File: config.mk
export PLATFORM = sky130hd
export DESIGN_NAME = huc_mem_arbiter
export DESIGN_NICKNAME = d
export VERILOG_FILES = /design/src/rtl/huc_bus_pkg.sv /design/src/rtl/huc_mem_arbiter.sv
export SDC_FILE = /design/constraint.sdc
export NUM_CORES = 1
export LEC_CHECK = 0
export ABC_AREA = 1
export CAP_MARGIN = 10
export CELL_PAD_IN_SITES_DETAIL_PLACEMENT = 0
export CELL_PAD_IN_SITES_GLOBAL_PLACEMENT = 2
export CORE_MARGIN = 1
export CORE_UTILIZATION = 12
export DETAILED_ROUTE_END_ITERATION = 16
export GPL_TIMING_DRIVEN = 0
export HOLD_SLACK_MARGIN = 0.06
export PLACE_DENSITY = 0.9
export SLEW_MARGIN = 20
export SYNTH_ARGS = -nofsm -noshare
export SYNTH_HDL_FRONTEND = slang
export SYNTH_SLANG_ARGS = --single-unit
File: constraint.sdc
create_clock -name clk -period 2.4 [get_ports clk]
set_clock_uncertainty 0.2 [all_clocks]
set_input_delay 0.24 -clock clk [delete_from_list [all_inputs] [get_ports clk]]
set_output_delay 0.24 -clock clk [all_outputs]
set_load 0.005 [all_outputs]
File: src/rtl/huc_bus_pkg.sv
// Shared definitions for the HuC6280 memory bus slice.
//   HUC_ADDR_W / HUC_DATA_W : physical bus widths behind the CPU core.
//   arb_state_t             : ownership states of the memory arbiter.
package huc_bus_pkg;

    localparam int HUC_ADDR_W = 21;
    localparam int HUC_DATA_W = 8;

    // ARB_HOLD is bus-wise identical to ARB_CPU; it only marks that the
    // post-burst CPU slot is still running, so aux requests are ignored.
    typedef enum logic [1:0] {
        ARB_CPU   = 2'd0,
        ARB_AUX   = 2'd1,
        ARB_DRAIN = 2'd2,
        ARB_HOLD  = 2'd3
    } arb_state_t;

endpackage

File: src/rtl/huc_mem_arbiter.sv
// Shares the single HuC6280 physical memory bus between the CPU (default
// owner) and one auxiliary master. The aux master stalls the CPU via
// cpu_rdy_n and receives bounded bursts; after a burst-limit release the CPU
// keeps the bus for CPU_MIN_SLOT enabled cycles before aux may win again.
//
// Ports:
//   clk, reset_n (sync, active low), clk_en (FSM/counter advance enable)
//   cpu_addr/cpu_re/cpu_we/cpu_wdata -> CPU side; cpu_rdata, cpu_rdy_n back
//   aux_req/aux_addr/aux_we/aux_wdata -> aux side; aux_gnt, aux_rdata,
//     aux_rvalid back (rvalid one cycle after an accepted read)
//   mem_addr/mem_re/mem_we/mem_wdata -> memory; mem_rdata (1-cycle latency)
module huc_mem_arbiter
    import huc_bus_pkg::*;
#(
    parameter int AUX_MAX_BURST = 4,
    parameter int CPU_MIN_SLOT  = 2
) (
    input  logic                  clk,
    input  logic                  reset_n,
    input  logic                  clk_en,
    input  logic [HUC_ADDR_W-1:0] cpu_addr,
    input  logic                  cpu_re,
    input  logic                  cpu_we,
    input  logic [HUC_DATA_W-1:0] cpu_wdata,
    output logic [HUC_DATA_W-1:0] cpu_rdata,
    output logic                  cpu_rdy_n,
    input  logic                  aux_req,
    input  logic [HUC_ADDR_W-1:0] aux_addr,
    input  logic                  aux_we,
    input  logic [HUC_DATA_W-1:0] aux_wdata,
    output logic                  aux_gnt,
    output logic [HUC_DATA_W-1:0] aux_rdata,
    output logic                  aux_rvalid,
    output logic [HUC_ADDR_W-1:0] mem_addr,
    output logic                  mem_re,
    output logic                  mem_we,
    output logic [HUC_DATA_W-1:0] mem_wdata,
    input  logic [HUC_DATA_W-1:0] mem_rdata
);

    localparam int BW = $clog2(AUX_MAX_BURST + 1);
    localparam int HW = $clog2(CPU_MIN_SLOT + 1);
    localparam logic [BW-1:0] BURST_MAX  = BW'(AUX_MAX_BURST);
    localparam logic [BW-1:0] BURST_LAST = BW'(AUX_MAX_BURST - 1);
    localparam logic [HW-1:0] HOLD_INIT  = HW'(CPU_MIN_SLOT);

    arb_state_t    state_q, state_d;
    logic [BW-1:0] burst_q, burst_d;
    logic [HW-1:0] hold_q, hold_d;
    logic          rvalid_d;
    logic          bus_aux;

    // Read data is simply fanned out; only rvalid qualifies it for aux.
    assign cpu_rdata = mem_rdata;
    assign aux_rdata = mem_rdata;

    always_comb begin
        state_d  = state_q;
        burst_d  = burst_q;
        hold_d   = hold_q;
        aux_gnt  = 1'b0;
        rvalid_d = aux_rvalid;

        // DRAIN keeps the aux address on the bus but with strobes low.
        bus_aux   = (state_q == ARB_AUX) || (state_q == ARB_DRAIN);
        mem_addr  = bus_aux ? aux_addr  : cpu_addr;
        mem_wdata = bus_aux ? aux_wdata : cpu_wdata;
        mem_re    = bus_aux ? 1'b0 : cpu_re;
        mem_we    = bus_aux ? 1'b0 : cpu_we;

        case (state_q)
            ARB_CPU: begin
                if (clk_en && aux_req) state_d = ARB_AUX;
            end
            ARB_HOLD: begin
                if (clk_en) begin
                    hold_d = hold_q - 1'b1;
                    if (hold_q <= HW'(1)) state_d = ARB_CPU;
                end
            end
            ARB_AUX: begin
                aux_gnt = clk_en & aux_req;
                mem_re  = aux_gnt & ~aux_we;
                mem_we  = aux_gnt &  aux_we;
                if (aux_gnt) begin
                    burst_d = (burst_q == BURST_MAX) ? burst_q : burst_q + 1'b1;
                    // Limit hit wins over a simultaneous request drop.
                    if (burst_q >= BURST_LAST) begin
                        state_d = ARB_DRAIN;
                        hold_d  = HOLD_INIT;
                    end
                end else if (clk_en && !aux_req) begin
                    state_d = ARB_DRAIN;
                end
            end
            ARB_DRAIN: begin
                if (clk_en) begin
                    burst_d = '0;
                    state_d = (hold_q != '0) ? ARB_HOLD : ARB_CPU;
                end
            end
            default: state_d = ARB_CPU;
        endcase

        if (clk_en) rvalid_d = aux_gnt & ~aux_we;
    end

    always_ff @(posedge clk) begin
        if (!reset_n) begin
            state_q    <= ARB_CPU;
            burst_q    <= '0;
            hold_q     <= '0;
            cpu_rdy_n  <= 1'b0;
            aux_rvalid <= 1'b0;
        end else begin
            state_q    <= state_d;
            burst_q    <= burst_d;
            hold_q     <= hold_d;
            // state_d equals state_q when clk_en=0, so this holds too.
            cpu_rdy_n  <= (state_d == ARB_AUX) || (state_d == ARB_DRAIN);
            aux_rvalid <= rvalid_d;
        end
    end

endmodule

# Word level (Yosys, flattened, before mapping)
# Index checks and enable logic that the tools add are counted.
# totals
regBits	9
in_bits	73
elab_cells	60
output_inout_bits	50
# classes
n_reduce_logical	11
n_eq_ne	11
mux	24
n_bitwise	5
order_cmp	2
n_addsub	2
# ops
operator	n
2-to-1 mux 2 bit	11
2-to-1 mux 21 bit	1
2-to-1 mux 3 bit	3
2-to-1 mux 8 bit	1
one-hot mux 2 bit (4 select lines)	1
AND reduction 4 bit	2
== test 2 bit, second input constant	3
!= test 2 bit, second input constant	3
one-hot mux 3 bit (2 select lines)	1
nonzero test 2 bit	3
2-to-1 mux 1 bit	5
AND 1 bit	4
== test 2 x 1 -> 1 bit, second input constant	2
!= test 2 x 1 -> 1 bit, second input constant	2
one-hot mux 2 bit (2 select lines)	1
adder 3 x 1 -> 3 bit, second input constant	1
== test 3 bit, second input constant	1
greater-or-equal comparator 3 x 2 -> 1 bit, second input constant	1
<= comparator 2 x 1 -> 1 bit, second input constant	1
logical AND 1 bit	2
zero test 2 bit	1
logical OR 1 bit	2
subtractor 2 x 1 -> 2 bit, second input constant	1
zero test 1 bit	1
inverter 1 bit	1

# Longest topological paths before layout
# Gate-level depths: netlist (run 1).
# logic_depth
depth_word	7
mapped_depth	12
mapped_depth_nobuf	12

# Least setup slack after synthesis (run 1)
# OpenSTA, ideal clock, no wires.
# synth_path
path_type	reg2out
start	reg state_q[1]
end	out mem_addr[17]
path_stages_with_launch	7
path_slack_ps	653
path_buffers	2
arrival_time_ps	1307
cell_sequence	dfxtp_1 inv_1 ha_1 buf_2 buf_1 nand2_1 nand2_1
# synth_via
elab_chain_cells	3
# synth_rtl
item	line_no	rtl
start, declared	huc_mem_arbiter.sv:47	arb_state_t state_q, state_d;
start signal, assigned	huc_mem_arbiter.sv:116	state_q <= state_d;
== test 2 x 1 -> 1 bit / == test 2 bit (equally long branches)	huc_mem_arbiter.sv:65	bus_aux = (state_q == ARB_AUX) || (state_q == ARB_DRAIN);
logical OR 1 bit *	huc_mem_arbiter.sv:65	
2-to-1 mux 21 bit *	huc_mem_arbiter.sv:66	mem_addr = bus_aux ? aux_addr : cpu_addr;
end, declared	huc_mem_arbiter.sv:34	output logic [HUC_ADDR_W-1:0] mem_addr,
# Mark *: on every way between the ends. The rest lies on a longest branch, timed or not.

# Final worst setup path (run 1)
# layout_path
start	reg state_q[0]
end	out mem_wdata[1]
# layout_via
elab_chain_cells	3
# layout_rtl
item	line_no	rtl
== test 2 x 1 -> 1 bit / == test 2 bit (equally long branches)	huc_mem_arbiter.sv:65	
logical OR 1 bit *	huc_mem_arbiter.sv:65	
2-to-1 mux 8 bit *	huc_mem_arbiter.sv:67	mem_wdata = bus_aux ? aux_wdata : cpu_wdata;
end, declared	huc_mem_arbiter.sv:37	output logic [HUC_DATA_W-1:0] mem_wdata,
# Marked as above.

==> run metrics, run 1 <==
Power Density 329 nW/um^2; met3 GRT Util 0.0232; layout cells sized above 1 0.123; Register Area 183 um^2; clk_lat worst skew 230 ps; # fillers 1034; sequential element share of the synthesized area 0.158; reg-to-reg endpoint cpu_rdy_n; post-synthesis register bit count 9; IO Pins 123; area of the multi-input gates 746 um^2; GR Util All Layers 0.0799; largest net degree at the start of global routing 11; RR Startpoint state_q[0]; Worst setup SP type flip-flop; Synthesized Nets 289; row cnt 35; crit path max fanout 10; count of cell types in the netlist 21; final core utilization 0.273; Initial Util 0.124; wire per inst 9.47 um; Via density 3.67; Slew @ Worst Pin 270 ps; DR pass1 iterations 4; peak supply drop 0.118 mV; Worst-path clk slew 40 ps; die width 99.4 um; fin nets 407; Hold-fix buffers, CTS 0; Worst path slowest cell clkdlybuf4s50_1; status finished clean; WL final 4.12 mm; detailed-route DRC error count 0; I/O Buffers 113; vias in the first global route 1422; post-synthesis area per instance 5.49 um^2; period utilization 0.956; CP Class reg -> out; Slew headroom 0.820; Synth Warn # 0; first-pass GRT wire length 6.40 mm; Crit. End Element output pin; Worst Setup EP mem_wdata[1]; crit path time final 2290 ps; grt met1 use 0.0896; met2 Track Usage GR 0.149; Root Driver clkbuf_8; initial antenna violation count 0; Initial DRC Count 21; Crit. Startpoint state_q[0]; residual overflow from global routing 0; fmax 436 MHz; Worst EP arrival 1850 ps; fin. max-slew vios 0; total number of vias 1597; CTS tree done; Final ANT Viol Nets 0; R2R Setup Slk 650 ps; H-tree depth 1; GRT busiest layer met2; DP Worst Slack -169 ps; Max-Cap Viols 0; slowest stage delay, CP 500 ps; Hold Crit Class in -> reg; area of the mapped netlist 1140 um^2; clock buffer depth 2; CP Cell Sequence inv_1 -> ha_4 -> buf_6 -> buf_6 -> nand2_1 -> nand2_1 -> clkdlybuf4s50_1; Worst EP required 1960 ps; die area 9870 um^2; # setup viols final 0; Final WS setup 106 ps; Worst Reg2Reg Path Length in Cells 11; Hold Vio Cnt, Final 0; Area Overhead vs Synth 121%; Setup TNS 0 ps; Post-Syn Instances 207; gpl congestion 0.706; clk sink count 9; Pleak 1.17 nW; Inserted Diodes 0; core area 9200 um^2; post-DP HPWL 3.46 mm; TritonCTS buffer count 3; Die Ht 99.4 um
## how the worst min path moves through the flow
stage / from / to / slack (ps) / cells past startpoint
floorplan: reset_n / cpu_rdy_n / 160 / 2
global route: clk_en / aux_rvalid / 140 / 4
global placement: aux_rvalid / aux_rvalid / 260 / 2
detailed placement: aux_rvalid / aux_rvalid / 260 / 2
CTS: clk_en / aux_rvalid / 120 / 4
finish: clk_en / aux_rvalid / 120 / 4
## layout by cell type (no fill, tap or decap), types with 2 or more instances in the layout
cell and count:
clkdlybuf4s50_1 113, nand2_1 109, buf_4 16, inv_1 15, nand3_1 10, nor2_1 8
a21oi_1 7, ha_1 7, dfxtp_1 7, clkbuf_8 6, inv_2 4, o21ai_0 4
buf_6 3, a21oi_2 2, o21ai_2 2, dfxtp_2 2
## cell usage after synthesis
cell type    n  share of area
ha_1         9          0.099
buf_2        1         0.0044
nand3_1     10          0.044
o21ai_1      1         0.0044
a22oi_1      1         0.0066
dfxtp_1      9           0.16
clkbuf_1     4          0.013
buf_4       16           0.11
buf_6        1         0.0099
a21oi_1      7          0.031
o21ai_2      2          0.015
o21ai_0      4          0.018
a21o_1       1         0.0066
buf_1        1         0.0033
inv_2        2         0.0066
a21oi_2      2          0.015
nor2_1       8          0.026
nand2_2      1         0.0055
inv_1       17          0.056
nand2_1    109           0.36
a211oi_2     1          0.011
## metal layers
metal  up-vias  part of all wire
li1        851                 -
met1       686              0.41
met2        57              0.50
met3         3             0.074
met4         0            0.0073
met5         -                 0
## report_power, final
part	switching [W]	internal, W	total (W)	leakage (nW)
combinational	0.000173	0.000316	0.000489	1.07
clock	0.0000615	0.000116	0.000177	0.0228
sequential	0.00000438	0.000157	0.000161	0.0739
## critical path: cells and delay by family (launching register included)
| family | cells | cell delay (ps) |
|---|---|---|
| buffers and inverters | 4 | 860 |
| AND/OR/NAND/NOR | 2 | 120 |
| flip-flops | 1 | 340 |
| adder cells (fa/ha/maj) | 1 | 290 |
## state kept, by name (all words and copies together), names as in the netlist
signal      flops
cpu_rdy_n       1
hold_q          2
state_q         2
burst_q         3
aux_rvalid      1
## final cells by class
class	count	area share
plain buffers	23	0.0796
flip-flops and latches	9	0.0726
repair buffers	113	0.450
multi-input cells	156	0.297
clock buffers	4	0.0179
well taps	111	0.0552
inverters	19	0.0284
## through the flow
stage	total power (W)	hold WS, ps	cells	cell area [um^2]
finish	0.000827	123	435	2510
global route	0.000894	143	435	2510
CTS	0.000844	119	435	2510
detailed placement	0.000635	257	431	2410
global placement	0.000635	259	431	2410
floorplan	0.000330	161	207	1140
## logic make-up (layout without fill, tap and decap cells)
| logic type | Yosys count | count (layout) | share of synthesized area |
|---|---|---|---|
| AND/OR/NAND/NOR | 128 | 128 | 0.436 |
| buffers and inverters | 42 | 159 | 0.199 |
| adder cells (fa/ha/maj) | 9 | 9 | 0.0990 |
| flip-flops | 9 | 9 | 0.158 |
| AO/OA/AOI/OAI | 19 | 19 | 0.108 |
## repair_timing
action | 4_1_cts | 5_1_grt
buffers inserted | 0 | 0
gates resized for setup | 18 | 4
cloned | 0 | 0
setup endpoints to repair | 30 | 23
Power figures use the tool's default switching activity.
==> run 2: changes to the inputs <==
--- a/config.mk
+++ b/config.mk
@@ -10,11 +10,12 @@
 export CELL_PAD_IN_SITES_DETAIL_PLACEMENT = 0
 export CELL_PAD_IN_SITES_GLOBAL_PLACEMENT = 2
 export CORE_MARGIN = 1
-export CORE_UTILIZATION = 12
+export CORE_UTILIZATION = 27
 export DETAILED_ROUTE_END_ITERATION = 16
+export DONT_BUFFER_PORTS = 1
 export GPL_TIMING_DRIVEN = 0
 export HOLD_SLACK_MARGIN = 0.06
-export PLACE_DENSITY = 0.9
+export PLACE_DENSITY = 0.88
 export SLEW_MARGIN = 20
 export SYNTH_ARGS = -nofsm -noshare
 export SYNTH_HDL_FRONTEND = slang
==> run metrics, run 2 (same netlist as run 1, synthesis figures left out) <==
Worst Reg2Reg Path Length in Cells 10; Crit. End Element output pin; Final ANT Viol Nets 0; Max-Cap Viols 0; I/O Buffers 0; # fillers 496; vias in the first global route 1048; # setup viols final 0; DR pass1 iterations 4; total number of vias 1176; fin. max-slew vios 0; IO Pins 123; Worst EP arrival 1730 ps; Slew headroom 0.706; post-CTS setup buffer count 0; wire per inst 11.6 um; Inserted Diodes 0; fin nets 295; row cnt 23; status finished clean; crit path max fanout 10; Worst-path clk slew 50 ps; Die Ht 66.9 um; Worst Setup EP mem_re; detailed-route DRC error count 0; Initial DRC Count 57; initial antenna violation count 0; Hold Crit Class in -> reg; die area 4480 um^2; clock buffer depth 2; R2R Setup Slk 670 ps; post-DP HPWL 2.56 mm; gpl congestion 0.774; Setup TNS 0 ps; Hold Vio Cnt, Final 0; Via density 4.49; residual overflow from global routing 0; max reg flops 3; RSZ-0062 raised after global routing no; commonest non-fill, non-tap cells in the layout nand2_1 (109), inv_1 (17), buf_4 (16), nand3_1 (10); top flop regs burst_q (3), hold_q (2), state_q (2); clk sink count 9; Worst EP required 1960 ps; fmax 461 MHz; H-tree depth 1; Area Overhead vs Synth 10.9%; die width 66.9 um; peak supply drop 0.142 mV; Pleak 0.703 nW; clk_lat worst skew 230 ps; CTS tree done; core area 4030 um^2; Slew @ Worst Pin 440 ps; WL final 3.03 mm; first-pass GRT wire length 4.63 mm; largest net degree at the start of global routing 11; GR Util All Layers 0.136; Initial Util 0.282; commonest non-fill, non-tap cell in the layout nand2_1; Crit. Startpoint state_q[1]; CP Class reg -> out; crit path time final 2170 ps; TritonCTS buffer count 3; most flop-heavy register burst_q; layout cells sized above 1 0.137; period utilization 0.904; reg-to-reg endpoint cpu_rdy_n; RR Startpoint state_q[1]; worst hold slack 85.4 ps; Worst setup SP type flip-flop; Root Driver clkbuf_8; Power Density 432 nW/um^2
## run 2: worst min-delay path by stage
| stage | startpoint | endpoint | slack, ps | depth (start not counted) |
|---|---|---|---|---|
| finish | aux_req | state_q[1] | 90 | 3 |
| detailed placement | reset_n | cpu_rdy_n | 170 | 2 |
| CTS | aux_req | state_q[1] | 90 | 3 |
| global route | reset_n | burst_q[1] | 120 | 2 |
| global placement | reset_n | cpu_rdy_n | 160 | 2 |
| floorplan | reset_n | cpu_rdy_n | 160 | 2 |
## run 2: per-stage QoR
step	cell area (um^2)	util	total power [W]	instances	worst slack [ps]
finish	1260	0.313	0.000545	262	231
global route	1260	0.313	0.000594	262	30.6
CTS	1260	0.314	0.000557	263	158
detailed placement	1200	0.298	0.000372	257	406
global placement	1200	0.298	0.000371	257	407
floorplan	1140	-	0.000330	207	653
## run 2: report_power, final
group	internal (W)	switching, W	total [W]	leakage, nW
combinational	0.0000720	0.000133	0.000205	0.608
clock	0.000116	0.0000641	0.000180	0.0228
sequential	0.000156	0.00000439	0.000160	0.0730
## run 2: layout make-up
type	instances	area, um^2	area share
buffer	22	151	0.120
timing repair buffer	2	20.0	0.0159
clock buffer	4	45.0	0.0357
inverter	19	71.3	0.0565
sequential	9	180	0.143
tap	50	62.6	0.0496
multi-input combinational	156	731	0.579
## run 2: what timing repair did
action	in CTS	in global routing
resized for setup	0	0
endpoints found under the setup margin	0	7
hold buffers	2	0
endpoints found under the hold margin	3	0
## run 2: layer usage
| layer | share of wire | GRT usage | vias to the layer above |
|---|---|---|---|
| met5 | 0 | 0 | - |
| met4 | 0.0076 | 0.0399 | 0 |
| met3 | 0.084 | 0.0274 | 4 |
| met2 | 0.49 | 0.235 | 65 |
| met1 | 0.42 | 0.166 | 481 |
| li1 | - | - | 626 |
## run 2: worst max-delay path, cell delays in order, from the launching register on
cell and delay (ps):
dfxtp_1 370, inv_1 90, ha_1 310, inv_1 120, clkbuf_1 350, nand3_1 130, nand2_1 120
==> run 3: changes to the inputs <==
==> constraint.sdc (replaced) <==
create_clock -name clk -period 2.4 [get_ports clk]
set_clock_uncertainty 0.2 [all_clocks]
set_input_delay 0.24 -clock clk [delete_from_list [all_inputs] [get_ports clk]]
set_output_delay 0.24 -clock clk [all_outputs]
set_load 0.01 [all_outputs]
==> run metrics, run 3 (same netlist as run 1, synthesis figures left out) <==
Die Ht 66.9 um; Worst EP arrival 1740 ps; peak supply drop 0.144 mV; Worst setup SP type flip-flop; total number of vias 1179; Crit. End Element output pin; residual overflow from global routing 0; Power Density 459 nW/um^2; hold path start aux_req; core area 4030 um^2; Max-Cap Viols 0; most flop-heavy register burst_q; DP Area 1200 um^2; commonest non-fill, non-tap cell in the layout nand2_1; initial antenna violation count 0; Initial Util 0.282; CP Class reg -> out; H-tree depth 1; Worst-path clk slew 50 ps; gpl congestion 0.774; RSZ-0062 raised after global routing no; Inserted Diodes 0; crit path max fanout 10; clk sink count 9; Hold Crit Class in -> reg; Slew headroom 0.707; largest net degree at the start of global routing 11; die area 4480 um^2; fin nets 295; fin. max-slew vios 0; met3 routed WL 250 um; Pleak 0.706 nW; detailed-route DRC error count 0; top flop regs burst_q (3), hold_q (2), state_q (2); Hold Vio Cnt, Final 0; Initial DRC Count 58; Area Overhead vs Synth 11.0%; Root Driver clkbuf_8; CTS tree done; Design Area, Final 1260 um^2; metal2 WL 1.47 mm; DR pass1 iterations 4; Via density 4.50; I/O Buffers 0; crit path time final 2180 ps; Slew @ Worst Pin 440 ps; period utilization 0.910; layout cells sized above 1 0.142; post-CTS setup buffer count 0; GR Util All Layers 0.136; TritonCTS buffer count 3; top layer in use met4; commonest non-fill, non-tap cells in the layout nand2_1 (109), inv_1 (17), buf_4 (16), nand3_1 (10); clk_lat worst skew 230 ps; Crit. Startpoint state_q[1]; post-DP HPWL 2.56 mm; clock buffer depth 2; first-pass GRT wire length 4.63 mm; RR Startpoint state_q[1]; IO Pins 123; status finished clean; Worst EP required 1960 ps; row cnt 23; met1 wire length 1.28 mm; wire per inst 11.6 um; max reg flops 3; Final ANT Viol Nets 0; # setup viols final 0; vias in the first global route 1048; fmax 458 MHz; Setup TNS 0 ps; die width 66.9 um; WL final 3.03 mm
[run 3: cell counts in the layout (fill, tap and decap cells not counted)]
No cell type changed its count.
[run 3: where the power goes]
| group | total, W | leakage, nW | switching (W) | internal, W |
|---|---|---|---|---|
| clock network | 0.000180 | 0.0228 | 0.0000641 | 0.000116 |
| registers | 0.000161 | 0.0730 | 0.00000522 | 0.000156 |
| logic | 0.000238 | 0.610 | 0.000165 | 0.0000733 |
[run 3: repair_timing]
action,4_1_cts,5_1_grt
setup endpoints to repair,0,11
gates resized for setup,0,2
hold buffers,2,0
endpoints found under the hold margin,3,0
[run 3: final timing paths]
| check | end | slack [ps] | cells past startpoint |
|---|---|---|---|
| worst max register to register | burst_q[2] | 670 | 9 |
| worst min-delay path | state_q[1] | 90 | 3 |
| worst max-delay path | mem_wdata[0] | 220 | 6 |
| worst min register to register | burst_q[0] | 300 | 2 |
[run 3: area by class of cell]
cell class | instances | area, um^2
plain buffers | 22 | 153
clock buffers | 4 | 45.0
fillers | 496 | 2770
inverters | 19 | 71.3
multi-input cells | 156 | 731
flip-flops and latches | 9 | 180
well taps | 50 | 62.6
repair buffers | 2 | 20.0
[run 3: worst max-delay path, cell delays in order (launching register included)]
cell	delay [ps]
dfxtp_1	370
inv_1	90
ha_1	310
inv_1	120
clkbuf_1	370
nand2_1	100
nand2_1	150
[run 3: metal layers]
| layer | vias up | track usage |
|---|---|---|
| li1 | 626 | - |
| met1 | 484 | 0.166 |
| met2 | 65 | 0.235 |
| met3 | 4 | 0.0274 |
| met4 | 0 | 0.0399 |
| met5 | - | 0 |
[run 3: stage by stage]
stage | power [W] | utilization | hold WS [ps] | worst slack (ps) | std cells
detailed placement | 0.000406 | 0.298 | 171 | 376 | 257
CTS | 0.000590 | 0.314 | 86.5 | 128 | 263
finish | 0.000580 | 0.313 | 85.4 | 216 | 262
global placement | 0.000405 | 0.298 | 164 | 376 | 257
global route | 0.000628 | 0.313 | 122 | 9.55 | 262
floorplan | 0.000364 | - | 161 | 622 | 207
